--- config.mk ---
export PLATFORM = sky130hd
export DESIGN_NAME = pc_sequencer_flat
export DESIGN_NICKNAME = d
export VERILOG_FILES = /design/src/rtl/pc_sequencer_if.sv /design/src/rtl/pc_sequencer.sv /design/src/flat_wrapper.sv
export SDC_FILE = /design/constraint.sdc
export NUM_CORES = 1
export LEC_CHECK = 0
export ABC_AREA = 1
export BUFFER_PORTS_ARGS = -buffer_cell sky130_fd_sc_hd__buf_2
export CAP_MARGIN = 20
export CORE_ASPECT_RATIO = 1.4
export CORE_UTILIZATION = 35
export CTS_BUF_LIST = sky130_fd_sc_hd__clkbuf_16
export DETAILED_ROUTE_END_ITERATION = 12
export MAX_ROUTING_LAYER = met4
export PLACE_DENSITY = 0.53
export SYNTH_ARGS = -nofsm -noshare
export SYNTH_HDL_FRONTEND = slang
export SYNTH_SLANG_ARGS = --single-unit
export TNS_END_PERCENT = 50
--- constraint.sdc ---
create_clock -name clk -period 4.9 [get_ports clk]
set_input_delay 0.49 -clock clk [delete_from_list [all_inputs] [get_ports clk]]
set_output_delay 0.49 -clock clk [all_outputs]
set_load 0.05 [all_outputs]
--- src/rtl/pc_sequencer_if.sv ---
// pc_sequencer_if
// Bundles the control inputs and the PC/EPC status outputs of pc_sequencer.
//   master : decode/control side. It drives stall, branch, jump, exc, eret,
//            halt and the two targets, and observes PCout, PCplus, epc,
//            exc_depth, halted and the two sticky flags.
//   slave  : the sequencer itself.
interface pc_sequencer_if #(
    parameter int bit_size  = 18,
    parameter int EXC_DEPTH = 4
);
    localparam int DW = $clog2(EXC_DEPTH + 1);

    logic                stall;
    logic                branch;
    logic [bit_size-1:0] branch_target;
    logic                jump;
    logic [bit_size-1:0] jump_target;
    logic                exc;
    logic                eret;
    logic                halt;
    logic [bit_size-1:0] PCout;
    logic [bit_size-1:0] PCplus;
    logic [bit_size-1:0] epc;
    logic [DW-1:0]       exc_depth;
    logic                halted;
    logic                exc_overflow;
    logic                eret_underflow;

    modport master (
        output stall, branch, branch_target, jump, jump_target, exc, eret, halt,
        input  PCout, PCplus, epc, exc_depth, halted, exc_overflow, eret_underflow
    );

    modport slave (
        input  stall, branch, branch_target, jump, jump_target, exc, eret, halt,
        output PCout, PCplus, epc, exc_depth, halted, exc_overflow, eret_underflow
    );
endinterface

--- src/rtl/pc_sequencer.sv ---
// pc_sequencer
// Program-counter sequencer at the head of the fetch path. It holds the PC
// and picks the next PC from the sequential, branch, jump, exception and
// return sources. It supports stall and halt/wake, and it keeps a bounded
// LIFO of exception return addresses so that exceptions can nest.
//   clk, rst : clock; asynchronous active-high reset
//   bus      : pc_sequencer_if.slave. Control inputs, PCout/PCplus, the EPC
//              stack top and depth, halted, and the sticky overflow and
//              underflow flags.
//
// state  | meaning
// RUN    | normal fetch; the prioritised next-PC select is active
// HALTED | PC and stack frozen; only exc wakes the sequencer
module pc_sequencer #(
    parameter int          bit_size     = 18,
    parameter int unsigned STEP         = 4,
    parameter int unsigned RESET_VECTOR = 0,
    parameter int unsigned EXC_VECTOR   = 'h100,
    parameter int          EXC_DEPTH    = 4
) (
    input logic            clk,
    input logic            rst,
    pc_sequencer_if.slave  bus
);
    localparam int DW = $clog2(EXC_DEPTH + 1);
    localparam int IW = (EXC_DEPTH > 1) ? $clog2(EXC_DEPTH) : 1;

    typedef enum logic {RUN, HALTED} state_t;

    state_t              state, state_next;
    logic [bit_size-1:0] pc, pc_next, pc_plus, top;
    logic [DW-1:0]       depth, depth_next;
    logic [bit_size-1:0] stack [EXC_DEPTH];
    logic [IW-1:0]       top_idx, push_idx;
    logic                push, ovf_set, unf_set, ovf, unf;
    logic                stack_full, stack_empty;

    assign pc_plus     = pc + bit_size'(STEP);
    assign stack_full  = (depth == DW'(EXC_DEPTH));
    assign stack_empty = (depth == '0);
    assign top_idx     = IW'(depth - 1'b1);
    assign push_idx    = IW'(depth);
    // Stale stack entries are never reset, so an empty stack must read as zero.
    assign top         = stack_empty ? '0 : stack[top_idx];

    always_comb begin
        state_next = state;
        pc_next    = pc;
        depth_next = depth;
        push       = 1'b0;
        ovf_set    = 1'b0;
        unf_set    = 1'b0;
        // exc wins in both states; in HALTED it is also the only wake source.
        if (bus.exc) begin
            pc_next    = bit_size'(EXC_VECTOR);
            state_next = RUN;
            if (stack_full) begin
                ovf_set = 1'b1;
            end else begin
                push       = 1'b1;
                depth_next = depth + 1'b1;
            end
        end else if (state == RUN && !bus.stall) begin
            if (bus.eret) begin
                if (stack_empty) begin
                    pc_next = pc_plus;
                    unf_set = 1'b1;
                end else begin
                    pc_next    = top;
                    depth_next = depth - 1'b1;
                end
            end else if (bus.jump) begin
                pc_next = bus.jump_target;
            end else if (bus.branch) begin
                pc_next = bus.branch_target;
            end else if (bus.halt) begin
                pc_next    = pc_plus;
                state_next = HALTED;
            end else begin
                pc_next = pc_plus;
            end
        end
    end

    always_ff @(posedge clk or posedge rst) begin
        if (rst) begin
            state <= RUN;
            pc    <= bit_size'(RESET_VECTOR);
            depth <= '0;
            ovf   <= 1'b0;
            unf   <= 1'b0;
        end else begin
            state <= state_next;
            pc    <= pc_next;
            depth <= depth_next;
            ovf   <= ovf | ovf_set;
            unf   <= unf | unf_set;
        end
    end

    // Entry storage carries no reset; validity is tracked by depth alone.
    always_ff @(posedge clk) begin
        if (push) begin
            stack[push_idx] <= pc;
        end
    end

    assign bus.PCout          = pc;
    assign bus.PCplus         = pc_plus;
    assign bus.epc            = top;
    assign bus.exc_depth      = depth;
    assign bus.halted         = (state == HALTED);
    assign bus.exc_overflow   = ovf;
    assign bus.eret_underflow = unf;
endmodule

--- src/flat_wrapper.sv ---
// flat-port wrapper written by rule: the top's interface ports become plain ports
module pc_sequencer_flat 
#(
    parameter int          bit_size     = 18,
    parameter int unsigned STEP         = 4,
    parameter int unsigned RESET_VECTOR = 0,
    parameter int unsigned EXC_VECTOR   = 'h100,
    parameter int          EXC_DEPTH    = 4
)
  (clk, rst, bus_stall, bus_branch, bus_branch_target, bus_jump, bus_jump_target, bus_exc, bus_eret, bus_halt, bus_PCout, bus_PCplus, bus_epc, bus_exc_depth, bus_halted, bus_exc_overflow, bus_eret_underflow);
  pc_sequencer_if #(.bit_size(bit_size), .EXC_DEPTH(EXC_DEPTH)) bus_i ();
  input logic clk;
  input logic rst;
  input wire logic [$bits(bus_i.stall)-1:0] bus_stall;
  input wire logic [$bits(bus_i.branch)-1:0] bus_branch;
  input wire logic [$bits(bus_i.branch_target)-1:0] bus_branch_target;
  input wire logic [$bits(bus_i.jump)-1:0] bus_jump;
  input wire logic [$bits(bus_i.jump_target)-1:0] bus_jump_target;
  input wire logic [$bits(bus_i.exc)-1:0] bus_exc;
  input wire logic [$bits(bus_i.eret)-1:0] bus_eret;
  input wire logic [$bits(bus_i.halt)-1:0] bus_halt;
  output wire logic [$bits(bus_i.PCout)-1:0] bus_PCout;
  output wire logic [$bits(bus_i.PCplus)-1:0] bus_PCplus;
  output wire logic [$bits(bus_i.epc)-1:0] bus_epc;
  output wire logic [$bits(bus_i.exc_depth)-1:0] bus_exc_depth;
  output wire logic [$bits(bus_i.halted)-1:0] bus_halted;
  output wire logic [$bits(bus_i.exc_overflow)-1:0] bus_exc_overflow;
  output wire logic [$bits(bus_i.eret_underflow)-1:0] bus_eret_underflow;
  assign bus_i.stall = bus_stall;
  assign bus_i.branch = bus_branch;
  assign bus_i.branch_target = bus_branch_target;
  assign bus_i.jump = bus_jump;
  assign bus_i.jump_target = bus_jump_target;
  assign bus_i.exc = bus_exc;
  assign bus_i.eret = bus_eret;
  assign bus_i.halt = bus_halt;
  assign bus_PCout = bus_i.PCout;
  assign bus_PCplus = bus_i.PCplus;
  assign bus_epc = bus_i.epc;
  assign bus_exc_depth = bus_i.exc_depth;
  assign bus_halted = bus_i.halted;
  assign bus_exc_overflow = bus_i.exc_overflow;
  assign bus_eret_underflow = bus_i.eret_underflow;
  pc_sequencer #(.bit_size(bit_size), .STEP(STEP), .RESET_VECTOR(RESET_VECTOR), .EXC_VECTOR(EXC_VECTOR), .EXC_DEPTH(EXC_DEPTH)) u_core (.clk(clk), .rst(rst), .bus(bus_i));
endmodule
=== Word level (Yosys, flattened, before mapping) ===
Memories as Yosys holds them, arrays and structs flattened.
Cells that the tools add are included.

* Bits in registers: 24
* Memories: 1
* Bits in writable memories: 72
* Input bits: 44
* Logic and storage cells: 54
* Output and inout port bits: 60

* Reduce and logical (&&, ||, !) cells: 8
* Multiplexer cells: 28
* Eq/ne operators: 6
* $add $sub $neg: 3
* Bitwise logic cells: 3

{| class="wikitable"
|+ Memories
! name !! words !! width !! rd ports !! clocked after memory_dff !! write ports !! line !! RTL
|-
| u_core.stack || 4 || 18 || 1 || 0 || 1 || pc_sequencer.sv:33 || <nowiki>logic [bit_size-1:0] stack [EXC_DEPTH];</nowiki>
|}

{| class="wikitable"
|+ Operator list
! operator !! count
|-
| 2-to-1 mux 18 bit || 7
|-
| adder 18 x 3 -> 18 bit, second input constant || 1
|-
| 2-to-1 mux 1 bit || 16
|-
| 2-to-1 mux 3 bit || 5
|-
| inequality test 2 bit, second input constant || 3
|-
| nonzero test 2 bit || 3
|-
| AND reduction 5 bit || 1
|-
| inequality test 2 x 1 -> 1 bit, second input constant || 2
|-
| AND reduction 4 bit || 1
|-
| adder 3 x 1 -> 3 bit, second input constant || 1
|-
| equality test 3 bit, second input constant || 1
|-
| logical NOT 3 bit || 1
|-
| subtractor 3 x 1 -> 3 bit, second input constant || 1
|-
| OR 1 bit || 2
|-
| logical AND 1 bit || 1
|-
| logical NOT 1 bit || 1
|-
| inverter 1 bit || 1
|}

=== Longest topological paths before layout ===
Gate-level depths: netlist (run 1).
An unclocked memory read counts as a cell.

* Word-level depth: 7
* Mapped depth: 12
* Mapped depth without buffers: 10

=== Worst setup path after synthesis (run 1) ===
No wires, ideal clock.

* Path type: reg-to-output
* Start point: reg u_core.depth[0] (netlist: u_core.bus.exc_depth[0])
* End point: out bus_epc[0]
* Required time: 4.410 ns
* Setup slack: 1.895 ns
* Buffers on the path: 2
* Stages on the path, launching flop included: 8
* Arrival time: 2.515 ns
* Cell sequence: dfrtp_1 inv_2 buf_4 ha_1 buf_2 nor2_1 o21ai_0 a21oi_1

* Longest elaborated chain between the ends: 3
* Elaborated cells between the ends (all ways): 4

{| class="wikitable"
|+ RTL lines
! what !! line !! RTL
|-
| start: declaration || pc_sequencer.sv:32 || <nowiki>logic [DW-1:0] depth, depth_next;</nowiki>
|-
| start signal: assignment || pc_sequencer.sv:95 || <nowiki>depth <= depth_next;</nowiki>
|-
| subtractor 3 x 1 -> 3 bit || pc_sequencer.sv:41 || <nowiki>assign top_idx = IW'(depth - 1'b1);</nowiki>
|-
| memory read (4 x 18 bit) || - ||
|-
| 2-to-1 mux 18 bit * || pc_sequencer.sv:44 || <nowiki>assign top = stack_empty ? '0 : stack[top_idx];</nowiki>
|-
| end: declaration || flat_wrapper.sv:24 || <nowiki>output wire logic [$bits(bus_i.epc)-1:0] bus_epc;</nowiki>
|}

Mark *: on every way between the ends. The rest lies on a longest branch, timed or not.

=== Final worst setup path (run 1) ===
Ends and elaborated chain as after synthesis.

==> results of run 1 <==
-- cells in the final DEF, fill, tap and decap left out --
cell type / count
nor2_2: 5
clkinv_1: 2
a31o_2: 2
a21oi_2: 5
inv_2: 5
nand2_2: 3
inv_1: 41
o21bai_1: 2
bufinv_16: 1
nor2_1: 84
nor2_4: 6
edfxtp_1: 72
dfrtp_1: 24
nand2_1: 160
nand2_4: 2
and3_1: 1
clkbuf_16: 9
nand3_1: 51
o21ai_0: 37
buf_2: 103
nand4_1: 8
o21a_1: 3
buf_4: 6
xor2_1: 3
a31oi_1: 1
ha_1: 6
o21ai_1: 2
and2_1: 5
o211ai_1: 2
a21oi_1: 40
buf_16: 1
-- area by class of cell --
cell class	instances	area, µm²	share of cell area, %
Timing Repair Buffer	110	588	9.75
Clock buffer	9	225	3.73
Tap cell	185	231	3.84
Sequential cell	96	2760	45.8
Clock inverter	7	52.6	0.871
Multi-Input combinational cell	428	2020	33.4
Inverter	42	158	2.61
-- registers in the layout, summed over array words and instances, names as in the netlist --
register,count
u_core.stack,72
u_core.bus.PCout,18
u_core.bus.exc_depth,3
u_core.bus.eret_underflow,1
u_core.bus.exc_overflow,1
u_core.bus.halted,1
-- worst max-delay path, cell delays in order, from the launching register on --
cell and delay (ns):
dfrtp_1 0.39, inv_2 0.51, ha_1 0.75, inv_2 0.37, nor2_1 0.16, o21ai_0 0.08, a21oi_1 0.23, buf_2 0.31
-- how the worst min path moves through the flow --
| stage | startpoint | to | slack (ns) | depth (start not counted) |
|---|---|---|---|---|
| floorplan | rst | u_core.bus.PCout[0]$_DFFE_PP0P_ | 0.50 | 1 |
| global placement | u_core.bus.exc_overflow$_DFF_PP0_ | u_core.bus.exc_overflow$_DFF_PP0_ | 0.45 | 1 |
| detailed placement | u_core.bus.exc_overflow$_DFF_PP0_ | u_core.bus.exc_overflow$_DFF_PP0_ | 0.46 | 1 |
| CTS | rst | u_core.bus.halted$_DFFE_PP0P_ | 0.42 | 2 |
| global route | rst | u_core.bus.exc_depth[0]$_DFFE_PP0P_ | 0.16 | 2 |
| finish | rst | u_core.bus.exc_depth[0]$_DFFE_PP0P_ | 0.13 | 2 |
-- routing by layer --
layer  vias to the layer above  global-route usage (%)  part of all wire, %
li1                       2167                       -                    -
met1                      2069                    24.7                   44
met2                       113                    34.6                   52
met3                        11                    2.25                  3.4
met4                         0                    5.79                  1.4
met5                         -                       -                    0
-- stage by stage --
step / util [%] / setup WS (ns)
2_1_floorplan: - / 1.90
6_report: 42.8 / 1.26
3_5_place_dp: 40.6 / 1.61
3_3_place_gp: 40.6 / 1.65
4_1_cts: 42.6 / 1.23
5_1_grt: 42.8 / 1.04
-- cell families (layout without fill, tap and decap cells) --
family	count (synthesis)	in the layout	synth area share, %
compound gates	94	94	10.1
xor+xnor	3	3	0.514
fa+ha+maj	6	6	1.47
buf+inv	70	168	6.63
flops	96	96	54.0
simple gates	325	325	27.3
==> impl_metrics.json, run 1 <==
{
  "status": "complete, no violations",
  "synth_edf_count": 72,
  "required_ns": 4.41,
  "clk_pin_slew_worst_paths_ns": 0.07,
  "cts_resized": 0,
  "dp_hpwl_um": 10300,
  "rows": 51,
  "syn_area_um2": 5120,
  "yosys.area.top_type": "edfxtp_1",
  "ys_seq_elements": 96,
  "cp_data_arrival_time_ns": 3.15,
  "antenna_found_initial": 0,
  "ys.flop_type": "edfxtp_1",
  "grt_pass1_wl_um": 22600,
  "numCtsBuffers": 9,
  "cts_tree": "built",
  "setup_violations": 0,
  "n_fill_cell": 1437,
  "drive_gt1_share_pct": 21.4,
  "fin_cells": 877,
  "worstMarginPinSlew_ns": 0.742,
  "drt_pass1_iterations": 4,
  "cts_setup_buffers": 0,
  "timing.setup.tns_ns": 0,
  "clock_skew_ns": 0.0113,
  "synth.yosys.seq_area_share_pct": 54.0,
  "synth_top_cell_area_share_pct": 42.2,
  "hold_ws_ns": 0.133,
  "avgSynthCellArea_um2": 8.62,
  "r2r_setup_slack_ns": 1.99,
  "die_h_um": 145,
  "cts_max_level": 3,
  "ioPinCount": 104,
  "grt_usage_pct": 20.0,
  "start_util_pct": 36.3,
  "maxSlewHeadroom_pct": 50.5,
  "cp_max_fo": 39,
  "hold_class": "input pin to asynchronous set/reset pin",
  "timing.rr.end": "u_core.bus.PCout[0]$_DFFE_PP0P_",
  "cts.hold.buffers_added": 0,
  "place_area_um2": 5730,
  "drc": 0,
  "die_w_um": 104,
  "routed_wl_um": 14800,
  "yosys-top-cells-count": "nand2_1 (160), nor2_1 (84), edfxtp_1 (72)",
  "critPathCapture": "bus_epc[0]",
  "design_area_um2": 6030,
  "report.final.slew_viol_count": 0,
  "detail_route.wl_per_cell_um": 16.8,
  "gp_congestion": 0.869,
  "cp-start-kind": "flop",
  "worst-setup-path-type": "flop to primary output",
  "overflow": 0,
  "core-area_um2": 14100,
  "max-cap-violations": 0,
  "ys_types": 31,
  "grt_max_degree": 41,
  "synthArstFlopShare_pct": 25.0,
  "io_buffers": 103,
  "clock_sinks": 96,
  "rr_startpoint": "u_core.bus.exc_depth[0]$_DFFE_PP0P_",
  "synthToLayoutAreaGrowth_pct": 17.9,
  "r2r_cells": 9,
  "drt-initial-drc-count": 162,
  "fin_crit_ns": 3.64,
  "netlist_instances": 594,
  "vias_per_cell": 4.97,
  "synth_nets": 644,
  "clock_path_buffers": 2,
  "crit_path_end_kind": "primary output",
  "antenna_cells": 0,
  "yosysWarnings": 0,
  "max_freq_mhz": 275,
  "synth_area_leaders": "edfxtp_1 (42%), dfrtp_1 (12%), nand2_1 (12%)",
  "nets": 737,
  "synth_most_common_cell": "nand2_1",
  "die-area_um2": 15100,
  "clk_latency_ns": 0.34,
  "period_share_pct": 74.3,
  "vias": 4360,
  "startpoint": "u_core.bus.exc_depth[0]$_DFFE_PP0P_",
  "rsz0062_at_grt": "no",
  "finalHoldViolCount": 0,
  "grt_pass1_vias": 4105,
  "clk_root_buffer_cell": "clkbuf_16",
  "antenna_left": 0,
  "dp.cells": 860
}
Power of run 1 is not shown: default switching activity piles up to over one toggle a cycle in this logic, so the estimate is an artifact.
==> run 2, diff against run 1 <==
==> constraint.sdc (replaced) <==
create_clock -name clk -period 3.6 [get_ports clk]
set_input_delay 0.36 -clock clk [delete_from_list [all_inputs] [get_ports clk]]
set_output_delay 0.36 -clock clk [all_outputs]
set_load 0.05 [all_outputs]
==> run 2 against run 1 <==
Critical path depth increased by 1. Count of clock-buffer cells in the layout unchanged. Highest routed layer unchanged. Global-route usage decreased by 0.077 points. Via count decreased by 0.76%. Register-to-register slack got worse by 0.74 ns. Routed wire length decreased by 2.8%. Critical path type unchanged. Sequential share of layout area decreased by 0.56 points. Non-clock buffer count increased by 4. Setup slack got worse by 0.37 ns.
==> impl_metrics.json, run 2 (synthesis results as in run 1) <==
{
  "gp_congestion": 0.845,
  "finalHoldViolCount": 0,
  "dp_hpwl_um": 10300,
  "largest_reg_flops": 72,
  "cts_tree": "built",
  "worst-setup-path-type": "flop to primary output",
  "met2_usage_pct": 33.1,
  "timing.setup.tns_ns": 0,
  "critPathCapture": "bus_epc[14]",
  "r2r_cells": 8,
  "overflow": 0,
  "io_buffers": 103,
  "rsz0062_at_grt": "no",
  "clock_skew_ns": 0.0111,
  "drt-initial-drc-count": 176,
  "vias_per_cell": 4.91,
  "cp_max_fo": 20,
  "timing.rr.end": "u_core.bus.PCout[2]$_DFFE_PP0N_",
  "period_share_pct": 75.3,
  "rows": 51,
  "numCtsBuffers": 9,
  "clock_path_buffers": 2,
  "postLayoutCoreUtil_pct": 43.3,
  "required_ns": 3.24,
  "core-area_um2": 14100,
  "die_h_um": 145,
  "critical-path-max-stage-delay_ns": 0.38,
  "antenna_left": 0,
  "grt_pass1_vias": 4248,
  "cts_setup_buffers": 0,
  "ioPinCount": 104,
  "r2r_setup_slack_ns": 1.25,
  "cp_data_arrival_time_ns": 2.35,
  "start_util_pct": 36.3,
  "gr-usage-met3_pct": 2.92,
  "hold_ws_ns": 0.300,
  "status": "complete, no violations",
  "crit_path_end_kind": "primary output",
  "final_common_cell": "nand2_1",
  "routed_wl_um": 14300,
  "clock_sinks": 96,
  "path_cells": "inv_1 > ha_1 > buf_4 > inv_2 > nand3_1 > nand2_1 > nor2_1 > buf_2",
  "nets": 741,
  "die_w_um": 104,
  "maxSlewHeadroom_pct": 63.9,
  "layout_common_cells": "nand2_1 (160), buf_2 (103), nor2_1 (84)",
  "gr-usage-met1_pct": 25.2,
  "detail_route.wl_per_cell_um": 16.3,
  "clk_root_buffer_cell": "clkbuf_16",
  "n_fill_cell": 1396,
  "vias": 4327,
  "max-cap-violations": 0,
  "drive_gt1_share_pct": 22.4,
  "grt_pass1_wl_um": 22800,
  "drt_pass1_iterations": 7,
  "cp-start-kind": "flop",
  "clk_pin_slew_worst_paths_ns": 0.07,
  "grt_usage_pct": 20.0,
  "setup_violations": 0,
  "grt-busiest-layer": "met2",
  "clk_latency_ns": 0.34,
  "worstMarginPinSlew_ns": 0.535,
  "cts_max_level": 3,
  "antenna_cells": 0,
  "max_freq_mhz": 369,
  "top_register": "u_core.stack",
  "report.final.slew_viol_count": 0,
  "die-area_um2": 15100,
  "rr_startpoint": "u_core.bus.exc_depth[1]$_DFFE_PP0P_",
  "startpoint": "u_core.bus.exc_depth[1]$_DFFE_PP0P_",
  "antenna_found_initial": 0,
  "grt_max_degree": 41,
  "crit_slowest_cell": "dfrtp_1",
  "drc": 0,
  "hold_class": "input pin to flop",
  "fin_crit_ns": 2.71,
  "synthToLayoutAreaGrowth_pct": 19.4
}
## run 2: changes by cell type in the layout (fill, tap and decap cells not counted), sizes merged
cell         before  now
buf             110  113
inv              46   43
clkinv            2    3
clkinvlp          0    1
bufinv            1    2
dlygate4sd3       0    1
## run 2: routing by layer
| metal | part of all wire, % | up-vias |
|---|---|---|
| met4 | 1.6 | 0 |
| met5 | 0 | - |
| met3 | 4.1 | 15 |
| met2 | 51 | 109 |
| li1 | - | 2172 |
| met1 | 44 | 2031 |
## run 2: area by class of cell
| cell class | instances | area, µm² | area share [%] |
|---|---|---|---|
| Sequential cell | 96 | 2760 | 45.2 |
| Multi-Input combinational cell | 428 | 2020 | 33.0 |
| Timing Repair Buffer | 114 | 621 | 10.2 |
| Tap cell | 185 | 231 | 3.79 |
| Clock buffer | 9 | 225 | 3.69 |
| Inverter | 42 | 158 | 2.58 |
| Clock inverter | 7 | 95.1 | 1.56 |
## run 2: worst min-delay path by stage
stage | startpoint | end | slack, ns | cells after the start
global placement | u_core.bus.eret_underflow$_DFF_PP0_ | u_core.bus.eret_underflow$_DFF_PP0_ | 0.46 | 1
finish | bus_halt | u_core.bus.halted$_DFFE_PP0P_ | 0.30 | 3
CTS | rst | u_core.bus.halted$_DFFE_PP0P_ | 0.28 | 2
detailed placement | u_core.bus.eret_underflow$_DFF_PP0_ | u_core.bus.eret_underflow$_DFF_PP0_ | 0.46 | 1
floorplan | rst | u_core.bus.PCout[0]$_DFFE_PP0P_ | 0.37 | 1
global route | bus_halt | u_core.bus.halted$_DFFE_PP0P_ | 0.31 | 3
## run 2: through the flow
stage                     cells  setup WS (ns)  cell area, µm²
after detailed placement    863           1.23            5750
after floorplan             594          0.721            5120
final                       881          0.888            6110
after CTS                   879          0.875            6070
after global placement      863           1.25            5750
after global routing        881          0.716            6110
## run 2: timing repair
item | in CTS | in global routing
hold endpoints to repair | 0 | 3
hold buffers | 0 | 1
gates resized for setup | 0 | 0
## run 2: critical path, delay by kind of cell, from the launching register on
kind                       cells  cell delay, ns
adders and majority gates      1            0.28
buffers and inverters          4            0.89
DFF                            1            0.38
and+or+nand+nor                3            0.43
Power of run 2 is left out for the same reason.
